$ cat src/rtl/write_back_queue.sv
// write_back_queue
//   Small circular buffer between the execute stage and the write-back
//   register stage. Requests are accepted with a valid/ready handshake and
//   drained one per cycle in acceptance order unless the downstream stalls.
//   A combinational lookup port reports the youngest pending write to a
//   given register so younger instructions can forward its data.
//
// Ports
//   clk, rst            clock, synchronous active-high reset
//   in_valid/in_ready   upstream handshake; in_addr/in_data request payload
//   stall               downstream refuses a write this cycle
//   wb_en/wb_addr/wb_data  write issued to downstream this cycle
//   count               number of occupied entries (0..DEPTH)
//   lookup_addr         forwarding query address
//   lookup_hit/lookup_data  youngest pending match (data 0 on a miss)
module write_back_queue #(
  parameter int DATA_W = 8,
  parameter int ADDR_W = 4,
  parameter int DEPTH  = 4
) (
  input  logic                     clk,
  input  logic                     rst,
  input  logic                     in_valid,
  output logic                     in_ready,
  input  logic [ADDR_W-1:0]        in_addr,
  input  logic [DATA_W-1:0]        in_data,
  input  logic                     stall,
  output logic                     wb_en,
  output logic [ADDR_W-1:0]        wb_addr,
  output logic [DATA_W-1:0]        wb_data,
  output logic [$clog2(DEPTH):0]   count,
  input  logic [ADDR_W-1:0]        lookup_addr,
  output logic                     lookup_hit,
  output logic [DATA_W-1:0]        lookup_data
);

  localparam int PTR_W = $clog2(DEPTH);
  localparam int CNT_W = PTR_W + 1;

  // Payload storage is deliberately not reset; the valid bits and count
  // decide what is meaningful.
  logic [ADDR_W-1:0] addr_mem [DEPTH];
  logic [DATA_W-1:0] data_mem [DEPTH];
  logic [DEPTH-1:0]  valid_reg;

  logic [PTR_W-1:0]  head_reg;
  logic [PTR_W-1:0]  tail_reg;
  logic [CNT_W-1:0]  count_reg;

  logic              push;
  logic              pop;
  logic              not_empty;

  assign not_empty = (count_reg != '0);

  // Ready depends on registered occupancy only, so a pop in the same cycle
  // never lets a push into a full queue.
  assign in_ready  = !rst && (count_reg != CNT_W'(DEPTH));
  assign wb_en     = !rst && not_empty && !stall;
  assign wb_addr   = not_empty ? addr_mem[head_reg] : '0;
  assign wb_data   = not_empty ? data_mem[head_reg] : '0;
  assign count     = count_reg;

  assign push = in_valid && in_ready;
  assign pop  = wb_en;

  always_ff @(posedge clk) begin
    if (rst) begin
      head_reg  <= '0;
      tail_reg  <= '0;
      count_reg <= '0;
    end else begin
      if (push) tail_reg <= tail_reg + PTR_W'(1);
      if (pop)  head_reg <= head_reg + PTR_W'(1);
      unique case ({push, pop})
        2'b10:   count_reg <= count_reg + CNT_W'(1);
        2'b01:   count_reg <= count_reg - CNT_W'(1);
        default: count_reg <= count_reg;
      endcase
    end
  end

  always_ff @(posedge clk) begin
    if (push) begin
      addr_mem[tail_reg] <= in_addr;
      data_mem[tail_reg] <= in_data;
    end
  end

  // Per-entry valid bits. A push and a pop never target the same slot in
  // one cycle: that would need head == tail, i.e. empty (no pop) or full
  // (no push).
  generate
    for (genvar gi = 0; gi < DEPTH; gi++) begin : g_valid
      always_ff @(posedge clk) begin
        if (rst) begin
          valid_reg[gi] <= 1'b0;
        end else if (push && (tail_reg == PTR_W'(gi))) begin
          valid_reg[gi] <= 1'b1;
        end else if (pop && (head_reg == PTR_W'(gi))) begin
          valid_reg[gi] <= 1'b0;
        end
      end
    end
  endgenerate

  // Walk from oldest (head) to youngest; a later match overrides an
  // earlier one so the youngest pending write wins.
  always_comb begin
    logic [PTR_W-1:0] idx;
    lookup_hit  = 1'b0;
    lookup_data = '0;
    idx         = '0;
    for (int i = 0; i < DEPTH; i++) begin
      idx = head_reg + PTR_W'(i);
      if (valid_reg[idx] && (addr_mem[idx] == lookup_addr)) begin
        lookup_hit  = 1'b1;
        lookup_data = data_mem[idx];
      end
    end
  end

endmodule

$ cat config.mk
export PLATFORM = sky130hd
export DESIGN_NAME = write_back_queue
export DESIGN_NICKNAME = d
export VERILOG_FILES = /design/src/rtl/write_back_queue.sv
export SDC_FILE = /design/constraint.sdc
export NUM_CORES = 1
export LEC_CHECK = 0
export CORE_ASPECT_RATIO = 0.7
export CORE_MARGIN = 5
export CORE_UTILIZATION = 25
export CTS_BUF_LIST = sky130_fd_sc_hd__clkbuf_4 sky130_fd_sc_hd__clkbuf_8
export CTS_CLUSTER_DIAMETER = 120
export DETAILED_ROUTE_END_ITERATION = 12
export HOLD_SLACK_MARGIN = 0.1
export SLEW_MARGIN = 25
export SYNTH_ARGS = -nofsm -noshare
export SYNTH_HDL_FRONTEND = slang
export SYNTH_SLANG_ARGS = --single-unit
$ cat constraint.sdc
create_clock -name clk -period 7.31 [get_ports clk]
set_input_delay 0.731 -clock clk [delete_from_list [all_inputs] [get_ports clk]]
set_output_delay 0.731 -clock clk [all_outputs]
set_load 0.01 [all_outputs]
# Word level (Yosys, flattened, before mapping)

Memories as Yosys holds them, arrays and structs flattened. A register that Yosys moved wholly into a read port is not among the register bits.
Cells that the tools add are included.

Multiplexer cells: 33
$lt $le $gt $ge: 4
$mul: 0
Bitwise operators: 0
Equality and inequality tests: 13
Shift-type cells: 0
Divide/modulo/power cells: 0
$add $sub $neg: 6
Reductions and logical operators: 26

Operators by type and width:

| operator                                                                      | number |
|---|---|
| 8-bit two-way mux                                                             | 5 |
| 1-bit two-way mux                                                             | 18 |
| 4-bit == test                                                                 | 4 |
| 1-bit logical AND                                                             | 16 |
| 2-bit by 3-bit less-than comparator with 1-bit output (second input constant) | 4 |
| 2-bit == test (second input constant)                                         | 5 |
| 2-bit nonzero test                                                            | 5 |
| 1-bit binary-select mux with 2-bit select                                     | 4 |
| 2-bit two-way mux                                                             | 4 |
| 2-bit by 1-bit == test with 1-bit output (second input constant)              | 3 |
| 3-bit one-hot mux with 2 select lines                                         | 1 |
| 2-bit by 1-bit adder with 2-bit output (second input constant)                | 2 |
| 2-bit adder (second input constant)                                           | 2 |
| 2-bit logical NOT                                                             | 2 |
| 4-bit two-way mux                                                             | 1 |
| 3-bit by 1-bit adder with 3-bit output (second input constant)                | 1 |
| 3-bit inequality test (second input constant)                                 | 1 |
| 3-bit nonzero test                                                            | 1 |
| 3-bit by 1-bit subtractor with 3-bit output (second input constant)           | 1 |
| 1-bit logical NOT                                                             | 2 |

Input port bits: 20
Bits in writable memories: 48
Word-level logic and storage cells: 91
Memories: 2
Output and inout bits: 26
Bits in latches: 0
Flip-flop bits (word level): 11
ROM bits: 0

Memory list:

| memory   | words | bits a word | read ports | clocked after memory_dff | write ports | RTL line | text |
|---|---|---|---|---|---|---|---|
| data_mem | 4     | 8           | 4          | 1                        | 1           | 43       | `logic [DATA_W-1:0] data_mem [DEPTH];` |
| addr_mem | 4     | 4           | 4          | 1                        | 1           | 42       | `logic [ADDR_W-1:0] addr_mem [DEPTH];` |

# Depth between registers and ports, before layout

Gate-level depths: netlist (run 1).

Depth after elaboration: 7
Depth in mapped cells: 13
Depth with buffers taken out: 10

# Least setup slack after synthesis (run 1)

OpenSTA, ideal clock, no wires.

Path kind: register to output
Start: reg head_reg[0]
End: out lookup_data[2]
Stages on the path, launching flop included: 14
Path buffers: 6
Arrival time: 3.072 ns
Required time: 6.579 ns
Slack: 3.507 ns
Path through: dfxtp_1 -> buf_6 -> buf_6 -> buf_4 -> buf_2 -> inv_1 -> ha_1 -> buf_2 -> mux4_2 -> xor2_1 -> a211oi_4 -> buf_6 -> a211oi_1 -> a211oi_2

Word-level cells in the longest chain between the ends: 7
Elaborated cells between the ends (all ways): 24
Those cells by class: add/sub (3); eq/ne (3); mux (12); reduce/logical (4); memory (2)

Ends and longest elaborated chain:

| item                                                                                                       | RTL line | text |
|---|---|---|
| start: declaration                                                                                         | 46       | `logic [PTR_W-1:0] head_reg;` |
| start signal: assignment                                                                                   | 74       | `if (pop) head_reg <= head_reg + PTR_W'(1);` |
| 2-bit by 1-bit adder with 2-bit output / 1-bit binary-select mux with 2-bit select (equally long branches) | 115, 116 |  |
| memory read 4 x 4 bit, or another cell as far along                                                        | -        |  |
| 4-bit == test, or another cell as far along                                                                | 116      | `if (valid_reg[idx] && (addr_mem[idx] == lookup_addr)) begin` |
| 1-bit logical AND / 8-bit two-way mux (equally long branches)                                              | 116      |  |
| 8-bit two-way mux (2 in series)                                                                            | 116      |  |
| 8-bit two-way mux *                                                                                        | 116      |  |
| end: declaration                                                                                           | 34       | `output logic [DATA_W-1:0] lookup_data` |

Mark *: on every way between the ends. The rest lies on a longest branch, timed or not. The select of a mux whose other input is x is not followed.

# Worst setup path in the final report (run 1)

Start: reg head_reg[1]
End: out lookup_data[7]

The elaborated chain is that of the path after synthesis.

==> summary.md, run 1 <==
| Metric | Value |
|---|---|
| Status | `complete, no violations` |
| Unrepaired setup endpoints after global routing | `no` |
| PnR Total Power | `0.000988 W` |
| Multi-input gate area | `~2000 um^2` |
| Final Setup Violations | `0` |
| FMAX | `0.179 GHz` |
| P&R area growth vs syn | `22.1%` |
| Vias in the first global route | `2,739` |
| Reg2reg start | `count[2]` |
| Kind of cell adding the most delay to the critical path | `compound AO/OA/AOI/OAI gates` |
| Met3 Track Usage GR | `2.77%` |
| Initial antenna violation count | `0` |
| GRT Total Usage | `11.4%` |
| Routed wire length | `approximately 9.6 mm` |
| FF-to-FF path depth | `9` |
| Clock Path Buffers | `2` |
| Leak pwr | `approximately 1.4 nW` |
| Final hold vios | `0` |
| # H-tree levels | `3` |
| Slowest stage delay, CP | `between 0.8 and 0.9 ns` |
| Die W | `~160 um` |
| Synth Cell Area | `3840 um^2` |
| Final setup skew | `about 0.0062 ns` |
| Peak supply drop | `between 0.07 and 0.08 mV` |
| Post-route clock period utilization | `between 70 and 80%` |
| Post-synthesis sequential area ratio | `44.4%` |
| CP required | `6.58 ns` |
| Cells after Synth | `a little under 300` |
| Cts repair resizes | `0` |
| CTS tree | `done` |
| DRT Pass-1 Iters | `4` |
| Max-slew violation count | `0` |
| Post-synthesis register bit count | `61` |
| Slew HR | `43.2%` |
| WP buf/inv | `2` |
| DR vias/cell | `4.80` |
| Most frequent cells in the layout | `edfxtp_1, clkdlybuf4s50_1, nand2_1` |
| # port buffers | `45` |
| First-pass GRT wire length | `15.6 mm` |
| Max reg flops | `32` |
| Initial DRC count | `180` |
| Final Instance Area | `4690 um^2` |
| GP Congestion | `about 0.86` |
| M1 GR Usage | `15.4%` |
| Largest net degree at the start of global routing | `46` |
| Worst-Skew Late Latency | `between 0.3 and 0.4 ns` |
| Hold WC Path Type | `register to register` |
| Layout cells sized above 1 | `16.9%` |
| Placeable Area | `14,900 um^2` |
| Crit. path cell count | `8` |
| Setup TNS | `0 ns` |
| Power Density | `between 200 and 250 nW/um^2` |
| Commonest non-fill, non-tap cell in the layout | `edfxtp_1` |
| Setup bufs post-CTS | `0` |
| Row count | `37` |
| Synth Warn # | `0` |
| Startpoint type of the worst setup path | `register` |
| Remaining antenna violation count | `0` |
| Reg clk slew, reported paths | `0.07 ns` |
| Die Y | `~110 um` |
| DRC violations left | `0` |
| GR Overflow Total | `0` |
| Worst Setup EP | `lookup_data[7]` |
| Clock sink count | `61` |
| Reg-to-Reg End | `count[2]` |
| IO Count | `46` |
| Cell variety after synth | `45` |
| Fin nets | `368` |
| Total CTS buffers | `9` |
| Async set-reset flop share out of synthesis | `0%` |
| CTS root buffer | `clkbuf_8` |
| Net Count, Synth | `roughly 330` |
| EDFF count, synth | `48` |
| Worst path slowest cell | `ha_2` |
| Minimum clock period | `roughly 5.6 ns` |
| Synth Flop Type | `edfxtp_1` |
| DP Area | `4440 um^2` |
| Slew @ Worst Pin | `0.851 ns` |
| Ant diodes | `0` |
| Busiest grt layer | `met2` |
| Mean Syn Cell Area | `12.9 um^2` |
| FF/Latch Area | `1700 um^2` |
| DR WL/cell | `~18 um` |
| CP Class | `register to output port` |
| Min-Delay Startpoint | `valid_reg[0]` |
| Max-Cap Viols | `0` |
| Full die area | `18,000 um^2` |
| Max Fanout on Critical Path | `37` |
| CTS Hold Buffers Added | `0` |
| Starting density of the core | `25.8%` |
| Hold WS | `0.525 ns` |
| Vias | `roughly 2,600` |
| Critical path origin | `head_reg[1]` |
| Filler cells | `about 1,500` |
| CP Cell Sequence | `inv_1 > ha_2 > mux4_2 > xor2_1 > a211oi_4 > a211oi_1 > a211oi_2 > clkdlybuf4s50_1` |
| Detailed placement HPWL | `6.83 mm` |
| CP arrival | `~4.9 ns` |
| Reg-to-reg slack, setup | `~4.7 ns` |
| M2 GR Usage | `17.6%` |
| Critical Path Sink Type | `output port` |
[power by group]
group	total [W]	switching (W)	internal [W]	leakage (nW)
clock network	0.000357	0.000132	0.000224	0.115
registers	0.000406	0.0000176	0.000389	0.542
logic	0.000225	0.000112	0.000113	0.741
total	0.000988	0.000262	0.000726	1.40
[synthesized netlist by cell type, drive strengths merged, types with 2 or more instances]
cell type  count  share of area [%]
ha             9                2.9
clkbuf         4               0.39
mux2i         22                5.7
nand3b         2               0.39
inv            9               0.88
mux2           6                1.8
or3            3               0.62
mux4          27                 16
o21ai          8                1.0
and3           5               0.82
o31ai          2               0.39
o221ai         8                1.8
edfxtp        48                 38
a21oi          8                1.0
o211ai         8                1.7
dfxtp         13                6.8
nand2         28                2.7
nand3          3               0.39
buf           14                2.5
nor2b         13                2.1
xor2          12                2.7
a211oi         5                1.6
nor3           4               0.52
and2           2               0.33
nand2b         2               0.33
nor2          11                1.1
xnor2         12                2.7
[per-layer routing]
metal	part of all wire, %	wire length [um]	vias up
met2	47	4480	62
met1	47	4500	1287
met4	1.5	144	0
met3	4.9	472	9
li1	-	-	1227
met5	0	0	-
[kinds of logic after synthesis]
group           synth area share (%)
flops                           44.4
buf+inv                         3.78
simple gates                    10.1
fa+ha+maj                       3.46
xor+xnor                        5.48
mux                             23.6
compound gates                  9.17
[cell type report]
class | count | share of cell area (%)
Multi-Input combinational cell | 210 | 42.7
Sequential cell | 61 | 36.3
Timing Repair Buffer | 47 | 9.93
Tap cell | 195 | 5.21
Clock buffer | 9 | 2.64
Clock inverter | 7 | 2.43
Inverter | 9 | 0.721
[metrics by stage]
| step | util, % | cells | worst slack (ns) |
|---|---|---|---|
| floorplan | - | 298 | 3.51 |
| global placement | 29.9 | 522 | 1.94 |
| detailed placement | 29.9 | 522 | 1.77 |
| CTS | 31.5 | 538 | 1.36 |
| global route | 31.5 | 538 | 1.40 |
| finish | 31.5 | 538 | 1.71 |
[worst min-delay path: cells and delay by family (launching register included)]
family / cells / cell delay, ns
flip-flops: 1 / 0.35
AND/OR/NAND/NOR: 1 / 0.07
AO/OA/AOI/OAI: 1 / 0.07
[worst min path at each step]
stage,end,cells after the start
floorplan,valid_reg[1],2
global placement,valid_reg[1],2
detailed placement,valid_reg[0],2
CTS,valid_reg[0],2
global route,valid_reg[3],2
finish,valid_reg[0],2
No activity file was read; power rests on OpenSTA's default activity.
==> run 2, diff against run 1 <==
Clock period 7.31 ns to 5.5 ns, I/O delays scaled along.
==> summary.md, run 2 (synthesized netlist as in run 1, its figures left out) <==
| Metric | Value |
|---|---|
| Starting density of the core | `25.8% (unchanged)` |
| Top routing layer in use | `met4` |
| Slowest stage delay, CP | `0.78 ns (-0.07 ns)` |
| Setup TNS | `0 ns (unchanged)` |
| Clock sink count | `61 (unchanged)` |
| Total CTS buffers | `9 (unchanged)` |
| Minimum clock period | `approximately 4.7 ns` |
| CP arrival | `4.19 ns (-0.68 ns)` |
| Peak supply drop | `0.0976 mV (+29%)` |
| Reg-to-reg slack, setup | `2.91 ns (-1.83 ns)` |
| Final hold vios | `0 (unchanged)` |
| FF-to-FF path depth | `9 (unchanged)` |
| P&R area growth vs syn | `21.2%` |
| Vias | `2,626 (+1.6%)` |
| Reg clk slew, reported paths | `0.07 ns (about the same)` |
| DR vias/cell | `4.86 (+1.2%)` |
| DR WL/cell | `17.9 um (+0.63%)` |
| Row count | `37 (unchanged)` |
| Cts repair resizes | `0 (unchanged)` |
| GR Overflow Total | `0 (unchanged)` |
| Power Density | `265 nW/um^2 (+26%)` |
| Fin cells | `540 (+0.37%)` |
| PnR Total Power | `0.00123 W (+25%)` |
| Max-Cap Viols | `0 (unchanged)` |
| IO Count | `46 (unchanged)` |
| # H-tree levels | `3 (unchanged)` |
| Met1 wire length | `4.50 mm (about the same)` |
| Critical Path Sink Type | `output port` |
| Final Setup Violations | `0 (unchanged)` |
| Most frequent cells in the layout | `edfxtp_1, clkdlybuf4s50_1, nand2_1` |
| Initial DRC count | `224 (+24%)` |
| Vias in the first global route | `2,668 (-2.6%)` |
| CP Class | `register to output port` |
| Filler cells | `1,447 (-0.28%)` |
| Commonest non-fill, non-tap cell in the layout | `edfxtp_1` |
| Status | `complete, no violations` |
| Inst Count DP | `524 (+0.38%)` |
| Met3 WL | `453 um (-4.0%)` |
| CP Cell Sequence | `inv_1 > ha_1 > mux4_2 > xor2_1 > a211oi_4 > o211ai_2 > o221ai_1 > clkdlybuf4s50_1` |
| # port buffers | `45 (unchanged)` |
| Clock Path Buffers | `2 (unchanged)` |
| Setup bufs post-CTS | `0 (unchanged)` |
| CTS root buffer | `clkbuf_8` |
| GP Congestion | `0.799 (-7.2%)` |
| Largest net degree at the start of global routing | `46 (unchanged)` |
| Die Y | `114 um (unchanged)` |
| Core Util, Final | `31.3% (-0.24 points)` |
| CP required | `4.95 ns (-1.63 ns)` |
| Layout cells sized above 1 | `17.1% (+0.19 points)` |
| Routed wire length | `9.69 mm (+1.0%)` |
| Hold EP | `valid_reg[0]` |
| Post-route clock period utilization | `86.1%` |
| Leak pwr | `1.39 nW (-0.25%)` |
| Hold Path Depth | `2 (unchanged)` |
| Startpoint type of the worst setup path | `register` |
| Max-slew violation count | `0 (unchanged)` |
| Slew @ Worst Pin | `0.930 ns (+0.0790 ns)` |
| Worst-Skew Late Latency | `0.34 ns (about the same)` |
| Hold WC Path Type | `register to register` |
| Initial antenna violation count | `0 (unchanged)` |
| Min-Delay Startpoint | `valid_reg[0]` |
| Max reg flops | `32 (unchanged)` |
| First-pass GRT wire length | `15.2 mm (-2.0%)` |
| Die W | `158 um (unchanged)` |
| Full die area | `18,000 um^2 (unchanged)` |
| GRT Total Usage | `11.0% (-0.35 points)` |
| FMAX | `0.211 GHz` |
| Detailed placement HPWL | `6.81 mm (-0.38%)` |
| DRT Pass-1 Iters | `4 (unchanged)` |
| Placeable Area | `14,900 um^2 (unchanged)` |
| CTS Hold Buffers Added | `0 (unchanged)` |
| Slew HR | `37.9% (-5.3 points)` |
| Metal2 WL | `4.54 mm (+1.4%)` |
| Reg-to-Reg End | `count[2]` |
| CTS tree | `done` |
| DRC violations left | `0 (unchanged)` |
| Worst path slowest cell | `ha_1` |
| Fin nets | `370 (+0.54%)` |
| Final setup skew | `0.00914 ns (+0.00294 ns)` |
| Remaining antenna violation count | `0 (unchanged)` |
| Unrepaired setup endpoints after global routing | `no` |
| Reg2reg start | `count[2]` |
| Max Fanout on Critical Path | `20 (-46%)` |
| Ant diodes | `0 (unchanged)` |
run 2: cell count changes in the layout (fill, tap and decap cells not counted), sizes merged:
cell      before  now
clkinvlp       1    0
buf            2    4
clkinv         3    4
bufinv         3    1
clkbuf         9   11
run 2: worst max-delay path by stage:
stage / startpoint / slack, ns / cells after the start / end
after floorplan: head_reg[0] / 1.88 / 13 / lookup_data[2]
after global placement: head_reg[1] / 1.21 / 8 / lookup_data[7]
after detailed placement: head_reg[1] / 1.12 / 8 / lookup_data[1]
after CTS: head_reg[1] / 0.73 / 8 / lookup_data[1]
after global routing: head_reg[1] / 0.58 / 8 / lookup_data[5]
final: head_reg[1] / 0.76 / 8 / lookup_data[1]
run 2: layout make-up:
type / count / area (um^2) / share of cell area (%)
Sequential cell: 61 / 1700 / 36.6
Timing Repair Buffer: 49 / 480 / 10.3
Inverter: 9 / 33.8 / 0.726
Clock inverter: 5 / 51.3 / 1.10
Tap cell: 195 / 244 / 5.25
Clock buffer: 11 / 139 / 2.99
Multi-Input combinational cell: 210 / 2000 / 43.0
run 2: worst max-delay path, delay by kind of cell, from the launching register on:
family          cells  cell delay (ns)
compound gates      3             1.23
xor+xnor            1             0.18
fa+ha+maj           1             0.78
buf+inv             2             0.71
flops               1             0.33
mux                 1             0.61
run 2: per-stage QoR:
stage / worst slack [ns] / cell area, um^2 / hold WS, ns
floorplan: 1.88 / 3840 / 0.471
global placement: 1.21 / 4460 / 0.517
detailed placement: 1.12 / 4460 / 0.517
CTS: 0.729 / 4650 / 0.535
global route: 0.583 / 4650 / 0.590
finish: 0.764 / 4650 / 0.542
run 2: where the power goes:
group          switching [W]  internal [W]  total [W]
clock network       0.000174      0.000216   0.000390
registers          0.0000226      0.000516   0.000539
logic               0.000152      0.000151   0.000303
total               0.000348      0.000884    0.00123
run 2: layer usage:
metal / track usage [%] / vias up
met3: 1.93 / 13
met2: 17.6 / 88
met4: 3.86 / 0
met1: 15.1 / 1297
met5: 0 / -
li1: - / 1228
